<file path="src/rtl/ppu_oam_dma.sv">
// OAM DMA initiator: copies one page of CPU memory into sprite OAM through
// repeated writes to the PPU OAMDATA register while holding the CPU stalled.
module ppu_oam_dma #(
    parameter logic [15:0] DMA_REG_ADDR  = 16'h4014,
    parameter logic [15:0] OAM_DATA_ADDR = 16'h4004,
    parameter int          LENGTH        = 256
) (
    input  logic        clk,
    input  logic        reset,
    input  logic [15:0] i_cpu_addr,
    input  logic [7:0]  i_cpu_data_in,
    input  logic        i_cpu_we,
    input  logic        i_ce,
    output logic        o_cpu_stall,
    output logic        o_busy,
    output logic        o_done,
    output logic [15:0] o_mem_addr,
    output logic        o_mem_re,
    input  logic [7:0]  i_mem_data,
    input  logic        i_mem_valid,
    output logic [15:0] o_ppu_addr,
    output logic [7:0]  o_ppu_data,
    output logic        o_ppu_we,
    output logic        o_ppu_ce
);

    typedef enum logic [2:0] {
        IDLE,
        ALIGN,
        READ,
        WRITE,
        DONE
    } state_t;

    // index is 9 bits so a full 256-byte page ends cleanly at 255
    localparam logic [8:0] LAST_INDEX = 9'(LENGTH - 1);

    state_t      state;
    state_t      state_nxt;
    logic [8:0]  index;
    logic [7:0]  page;
    logic [7:0]  data_lat;
    logic        trig;

    assign trig = i_ce && i_cpu_we && (i_cpu_addr == DMA_REG_ADDR);

    always_ff @(posedge clk or negedge reset) begin
        if (!reset) begin
            state    <= IDLE;
            index    <= '0;
            page     <= '0;
            data_lat <= '0;
        end else begin
            state <= state_nxt;
            case (state)
                IDLE: begin
                    if (trig) begin
                        page  <= i_cpu_data_in;
                        index <= '0;
                    end
                end
                READ: begin
                    if (i_mem_valid) begin
                        data_lat <= i_mem_data;
                    end
                end
                WRITE: begin
                    if (index != LAST_INDEX) begin
                        index <= index + 9'd1;
                    end
                end
                default: ;
            endcase
        end
    end

    // Outputs decode from state alone, so an async reset clears them at once
    always_comb begin
        state_nxt   = state;
        o_cpu_stall = 1'b0;
        o_busy      = 1'b0;
        o_done      = 1'b0;
        o_mem_addr  = 16'h0000;
        o_mem_re    = 1'b0;
        o_ppu_addr  = 16'h0000;
        o_ppu_data  = 8'h00;
        o_ppu_we    = 1'b0;
        o_ppu_ce    = 1'b0;
        case (state)
            IDLE: begin
                if (trig) begin
                    state_nxt = ALIGN;
                end
            end
            ALIGN: begin
                o_cpu_stall = 1'b1;
                o_busy      = 1'b1;
                state_nxt   = READ;
            end
            READ: begin
                o_cpu_stall = 1'b1;
                o_busy      = 1'b1;
                o_mem_re    = 1'b1;
                o_mem_addr  = {page, index[7:0]};
                if (i_mem_valid) begin
                    state_nxt = WRITE;
                end
            end
            WRITE: begin
                o_cpu_stall = 1'b1;
                o_busy      = 1'b1;
                o_ppu_ce    = 1'b1;
                o_ppu_we    = 1'b1;
                o_ppu_addr  = OAM_DATA_ADDR;
                o_ppu_data  = data_lat;
                state_nxt   = (index == LAST_INDEX) ? DONE : READ;
            end
            DONE: begin
                o_cpu_stall = 1'b1;
                o_busy      = 1'b1;
                o_done      = 1'b1;
                state_nxt   = IDLE;
            end
            default: begin
                state_nxt = IDLE;
            end
        endcase
    end

endmodule

</file>
<file path="config.mk">
export PLATFORM = sky130hd
export DESIGN_NAME = ppu_oam_dma
export DESIGN_NICKNAME = d
export VERILOG_FILES = /design/src/rtl/ppu_oam_dma.sv
export SDC_FILE = /design/constraint.sdc
export NUM_CORES = 1
export LEC_CHECK = 0
export ABC_AREA = 0
export ABC_CLOCK_PERIOD_IN_PS = 2400
export BUFFER_PORTS_ARGS = -buffer_cell sky130_fd_sc_hd__buf_2
export CAP_MARGIN = 0
export CORE_AREA = 2 2 80 51
export DETAILED_ROUTE_END_ITERATION = 10
export DIE_AREA = 0 0 82 53
export PLACE_DENSITY = 0.78
export SLEW_MARGIN = 40
export SYNTH_ARGS = -nofsm -noshare
export SYNTH_HDL_FRONTEND = slang
export SYNTH_SLANG_ARGS = --single-unit
export TNS_END_PERCENT = 100
</file>
<file path="constraint.sdc">
create_clock -name clk -period 2.4 [get_ports clk]
set_input_delay 0.12 -clock clk [delete_from_list [all_inputs] [get_ports clk]]
set_output_delay 0.12 -clock clk [all_outputs]
set_load 0.01 [all_outputs]
</file>
==> impl_metrics.json, run 1 <==
{
  "ir_drop_v": 0.000373,
  "syn-cell-area_sq_um": 1570,
  "synth_cell_type_count": 29,
  "crit_end": "index[4]",
  "crit_required_ns": 2.60,
  "grt_pass1_wl_microns": 5090,
  "crit_path_max_incr_delay_ns": 0.40,
  "ys_top_cells_by_count": "28 x dfrtp_1, 27 x and2_1, 19 x buf_4",
  "diodes": 0,
  "rows": 17,
  "post_dp_cell_area_sq_um": 1890,
  "arrival_ns": 2.29,
  "ys.flop_type": "dfrtp_1",
  "min_from": "i_cpu_data_in[2]",
  "worst_setup_path_end_kind": "register",
  "grt-ovfl-total": 0,
  "clk_pin_slew_ns": 0.09,
  "async_flop_share": 1.00,
  "synth_warnings": 0,
  "vias_per_cell": 4.68,
  "leakagePower_nw": 1.05,
  "yosysMostFrequentCell": "dfrtp_1",
  "die_w_microns": 82,
  "r2r_start": "index[1]",
  "rsz0062_at_grt": "no",
  "synth_top_area_cell": "dfrtp_1",
  "gp_congestion": 0.758,
  "holdWs_ns": 0.0505,
  "antenna_found_initial": 0,
  "dpl.hpwl_microns": 2510,
  "startpoint": "index[1]",
  "fin_crit_sh": 0.874,
  "cts.repair.resized": 0,
  "cts_tree": "yes",
  "cts_buffers": 3,
  "syn2layout_area_growth_pct": 25.5,
  "first_global_vias": 1145,
  "worst_pin_slew_ns": 0.619,
  "hp-class": "input port to register",
  "firstDrtPassIters": 4,
  "slew_headroom": 0.587,
  "wl_per_cell_microns": 11.9,
  "synthCells": 155,
  "timing.fmax_mhz": 477,
  "status": "finished clean",
  "htreeDepth": 1,
  "nFillCells": 350,
  "setup_viol": 0,
  "drive_above_1_share": 0.396,
  "path_common_cell": "ha_1",
  "drc": 0,
  "die_area_sq_um": 4350,
  "root_buffer": "clkbuf_8",
  "grt_max_degree": 29,
  "fin_setup_tns_ns": 0,
  "clockBufferDepth": 2,
  "core_area_sq_um": 3570,
  "drtIter0Drc": 35,
  "grt_use_total": 0.158,
  "syn_area_per_cell_sq_um": 10.1,
  "ys_ff_latch": 28,
  "io_buffers": 68,
  "reg2regPathDepth": 7,
  "cap_violations": 0,
  "initial_core_util": 0.439,
  "cp_max_fo": 7,
  "min_period_ns": 2.10,
  "die_height_microns": 53,
  "nets": 262,
  "drt_wl_total_microns": 3210,
  "power_density_nw_per_um2": 847,
  "synth_area_leaders": "dfrtp_1 45%, and2_1 11%, buf_4 9.1%",
  "clk-insertion-delay-late_ns": 0.28,
  "synth_enable_flop_cells": 0,
  "slew_viol_final": 0,
  "synth_top_area_frac": 0.446,
  "r2r_slack_ns": 0.30,
  "pin_count": 83,
  "criticalPathCategory": "register to register",
  "postLayoutCellArea_sq_um": 1970,
  "multi_input_area_sq_um": 722,
  "r2r_end": "index[4]",
  "crit_chain": "ha_1, nand3_1, nor4_1, ha_1, nand2b_1, o21ai_1, o22ai_1",
  "cts.sinks": 28,
  "cp_slowest_cell": "dfrtp_1",
  "crit_path_start_kind": "register",
  "finClkSkew_ns": 0.00218,
  "ys_seq_area_frac": 0.446,
  "postRouteAntennaNets": 0,
  "hold_viol_final": 0,
  "vias": 1259,
  "seq_area_sq_um": 701
}
## state kept, by name (all words and copies together) (netlist names)
signal and cells:
state 3, index 9, data_lat 8, page 8
## cell usage in the layout (no fill, tap or decap), types with 2 or more instances in the layout
cell type / n
nor3_1: 4
dfrtp_1: 28
buf_2: 68
o22ai_1: 8
mux2i_1: 4
mux2_2: 9
ha_1: 2
buf_4: 4
a21oi_1: 3
nand3_1: 2
clkbuf_8: 3
nand2_1: 4
mux2_1: 7
inv_1: 10
and2_1: 27
conb_1: 14
nor2_1: 8
nor4_1: 3
nand4_1: 2
## logic make-up after synthesis
logic type      count (synthesis)  share of synthesized area
simple gates                   58                      0.220
flops                          28                      0.446
buf+inv                        33                      0.125
compound gates                 12                     0.0446
xor+xnor                        1                    0.00558
mux                            20                      0.140
other cells                     1                    0.00239
fa+ha+maj                       2                     0.0159
## report_power, final
| group | leakage [nW] | total, mW | internal (mW) | switching (mW) |
|---|---|---|---|---|
| clock network | 0.0357 | 0.371 | 0.224 | 0.147 |
| registers | 0.353 | 0.704 | 0.601 | 0.103 |
| logic | 0.657 | 0.595 | 0.290 | 0.304 |
| total | 1.05 | 1.67 | 1.11 | 0.554 |
## metal layers
metal	part of all wire	GRT usage	routed length (microns)
met3	0.12	0.0580	372
met2	0.41	0.225	1310
met5	0	0	0
met1	0.47	0.228	1510
met4	0.0047	0.0361	15
## metrics by stage
stage,power (mW),setup WS (ns),util,cells
after floorplan,1.12,0.478,-,168
after global placement,1.30,0.463,0.529,264
after detailed placement,1.31,0.358,0.529,264
after CTS,1.69,0.320,0.551,269
after global routing,1.81,0.109,0.551,269
final,1.67,0.303,0.551,269
## layout make-up
| class | instances | area share |
|---|---|---|
| inverters | 10 | 0.0190 |
| multi-input cells | 107 | 0.366 |
| flip-flops and latches | 28 | 0.356 |
| clock inverters | 1 | 0.0152 |
| clock buffers | 3 | 0.0210 |
| well taps | 47 | 0.0298 |
| repair buffers | 73 | 0.193 |
## timing repair
item / in CTS / in global routing
endpoints found under the hold margin: 28 / 0
endpoints found under the setup margin: 0 / 0
setup buffers: 0 / 0
hold buffers: 1 / 0
## worst min-delay path by stage
stage	to	slack [ns]	depth (start not counted)
2_1_floorplan	data_lat[0]	-0.18	0
3_3_place_gp	index[5]	0.17	1
3_5_place_dp	index[5]	0.17	1
4_1_cts	page[2]	0.05	2
5_1_grt	page[0]	0.05	2
6_report	page[2]	0.05	2
## critical path: cells and delay by family (launching register included)
family / cells / cell delay [ns]
compound gates: 2 / 0.47
simple gates: 3 / 0.73
flops: 1 / 0.40
fa+ha+maj: 2 / 0.41
Note: power is estimated with default switching activity, not from simulation.
==> run 2: changes to the inputs <==
--- a/config.mk
+++ b/config.mk
@@ -6,13 +6,15 @@
 export NUM_CORES = 1
 export LEC_CHECK = 0
 export ABC_AREA = 0
-export ABC_CLOCK_PERIOD_IN_PS = 2400
+export ABC_CLOCK_PERIOD_IN_PS = 2100
 export BUFFER_PORTS_ARGS = -buffer_cell sky130_fd_sc_hd__buf_2
 export CAP_MARGIN = 0
-export CORE_AREA = 2 2 80 51
+export CELL_PAD_IN_SITES_DETAIL_PLACEMENT = 1
+export CELL_PAD_IN_SITES_GLOBAL_PLACEMENT = 1
+export CORE_AREA = 2 2 94 60
 export DETAILED_ROUTE_END_ITERATION = 10
-export DIE_AREA = 0 0 82 53
-export PLACE_DENSITY = 0.78
+export DIE_AREA = 0 0 96 62
+export PLACE_DENSITY_LB_ADDON = 0.1
 export SLEW_MARGIN = 40
 export SYNTH_ARGS = -nofsm -noshare
 export SYNTH_HDL_FRONTEND = slang
==> constraint.sdc (replaced) <==
create_clock -name clk -period 2.1 [get_ports clk]
set_input_delay 0.105 -clock clk [delete_from_list [all_inputs] [get_ports clk]]
set_output_delay 0.105 -clock clk [all_outputs]
set_load 0.02 [all_outputs]
==> run 2 against run 1 <==
Compared with the run above: routed wire length rose by 22%; non-clock buffer count rose by 1; global-route usage fell by 2.4 points; final area rose by 2.1%; core utilization fell by 17 points; combinational power rose by 37%; via count rose by 3.8%; sequential share of layout area fell by 0.73 points; flip-flop and latch count did not move; final cell count rose by 8.6%; critical endpoint is now index[5]; largest cell class unchanged; highest routed layer unchanged.
==> impl_metrics.json, run 2 (same netlist as run 1, synthesis figures left out) <==
{
  "drc": 0,
  "clk-insertion-delay-late_ns": 0.28,
  "nFillCells": 620,
  "startpoint": "index[0]",
  "finalPower_mw": 2.06,
  "cts_buffers": 3,
  "final_cell_mix": "68 x buf_2, 28 x dfrtp_1, 27 x and2_1, 14 x conb_1, 10 x inv_1",
  "drt_wl_total_microns": 3920,
  "r2r_end": "index[5]",
  "timing.fmax_mhz": 519,
  "finish.utilization": 0.385,
  "dp_cells": 287,
  "hp-class": "input port to register",
  "clkPwrFrac": 0.207,
  "diodes": 0,
  "holdWs_ns": 0.0361,
  "reg2regPathDepth": 7,
  "gp_congestion": 0.703,
  "finalNonFillerCells": 292,
  "crit_path_start_kind": "register",
  "top_register": "index",
  "fin_setup_tns_ns": 0,
  "crit_required_ns": 2.29,
  "grt_max_degree": 29,
  "cts_tree": "yes",
  "clockBufferDepth": 2,
  "power_density_nw_per_um2": 1020,
  "dpl.hpwl_microns": 3100,
  "io_buffers": 68,
  "antenna_found_initial": 0,
  "htreeDepth": 1,
  "die_w_microns": 96,
  "postRouteAntennaNets": 0,
  "slew_viol_final": 0,
  "slew_headroom": 0.579,
  "layout_commonest_cell": "buf_2",
  "nets": 263,
  "p_comb_frac": 0.397,
  "grt-ovfl-total": 0,
  "hold_viol_final": 0,
  "worst_setup_path_end_kind": "register",
  "status": "finished clean",
  "core_area_sq_um": 5230,
  "root_buffer": "clkbuf_8",
  "p_sw_mw": 0.782,
  "grt_use_total": 0.135,
  "cp_max_fo": 7,
  "initial_core_util": 0.300,
  "vias": 1307,
  "die_area_sq_um": 5950,
  "switching_share": 0.379,
  "r2r_start": "index[0]",
  "cap_violations": 0,
  "pwr-share-seq": 0.396,
  "first_global_vias": 1229,
  "ir_drop_v": 0.000272,
  "worst_pin_slew_ns": 0.632,
  "reg.largest.list": "index: 9 flops, data_lat: 8 flops, page: 8 flops",
  "internal-power_mw": 1.28,
  "arrival_ns": 2.11,
  "wl_per_cell_microns": 13.4,
  "min_period_ns": 1.93,
  "largest_register_ffs": 9,
  "rows": 21,
  "post_cts_buffers": 0,
  "vias_per_cell": 4.48,
  "setup_viol": 0,
  "firstDrtPassIters": 3,
  "leakagePower_nw": 1.05,
  "crit_end": "index[5]",
  "drtIter0Drc": 37,
  "pin_count": 83,
  "drive_above_1_share": 0.404,
  "finClkSkew_ns": 0.00513,
  "cts.sinks": 28,
  "clk_pin_slew_ns": 0.10,
  "syn2layout_area_growth_pct": 28.1,
  "die_height_microns": 62,
  "r2r_slack_ns": 0.17,
  "grt_pass1_wl_microns": 5910,
  "criticalPathCategory": "register to register",
  "fin_crit_sh": 0.918
}
-- run 2: changes by cell type in the layout (fill, tap and decap cells not counted) --
cell,before,now
buf_4,4,5
nor4_1,3,2
nor4_2,0,1
-- run 2: power groups by stage --
stage,Clock (mW),Combinational (mW),Sequential (mW)
after global routing,0.465,0.923,0.842
after detailed placement,0,0.827,0.830
after CTS,0.441,0.829,0.820
final,0.427,0.818,0.817
after global placement,0,0.793,0.810
after floorplan,0,0.603,0.785
-- run 2: timing repair --
| action | in CTS | in global routing |
|---|---|---|
| endpoints found under the setup margin | 0 | 4 |
| hold buffers | 1 | 0 |
| resized for setup | 0 | 1 |
| endpoints found under the hold margin | 28 | 0 |
-- run 2: stage by stage --
step	cell area [sq um]	worst slack, ns
3_3_place_gp	1920	0.234
3_5_place_dp	1920	0.149
5_1_grt	2010	-0.000288
2_1_floorplan	1620	0.178
4_1_cts	2010	0.115
6_report	2010	0.173
-- run 2: area by class of cell --
| class | count | area (sq um) | share of cell area |
|---|---|---|---|
| clock buffer | 3 | 41.3 | 0.0205 |
| clock inverter | 1 | 30.0 | 0.0149 |
| inverter | 10 | 37.5 | 0.0187 |
| multi-input combinational | 107 | 728 | 0.362 |
| sequential | 28 | 701 | 0.348 |
| tap | 69 | 86.3 | 0.0429 |
| timing repair buffer | 74 | 388 | 0.193 |
-- run 2: how the worst min path moves through the flow --
| stage | start | to | depth (start not counted) |
|---|---|---|---|
| 2_1_floorplan | reset | data_lat[0] | 0 |
| 3_3_place_gp | reset | data_lat[6] | 1 |
| 3_5_place_dp | reset | data_lat[6] | 1 |
| 4_1_cts | i_cpu_data_in[2] | page[2] | 2 |
| 5_1_grt | i_cpu_data_in[2] | page[2] | 2 |
| 6_report | i_cpu_data_in[2] | page[2] | 2 |
-- run 2: layer usage --
layer  vias up  track usage  part of all wire
li1        628            -                 -
met1       618        0.172              0.43
met2        55        0.215              0.47
met3         6       0.0434             0.081
met4         0       0.0531             0.014
met5         -            0                 0
-- run 2: worst max-delay path: stages (launching register included) --
cell      delay (ns)
dfrtp_1         0.41
ha_1            0.18
nand3_1         0.17
nor4_2          0.27
ha_1            0.20
nand2b_1        0.13
o21ai_1         0.21
o22ai_1         0.25
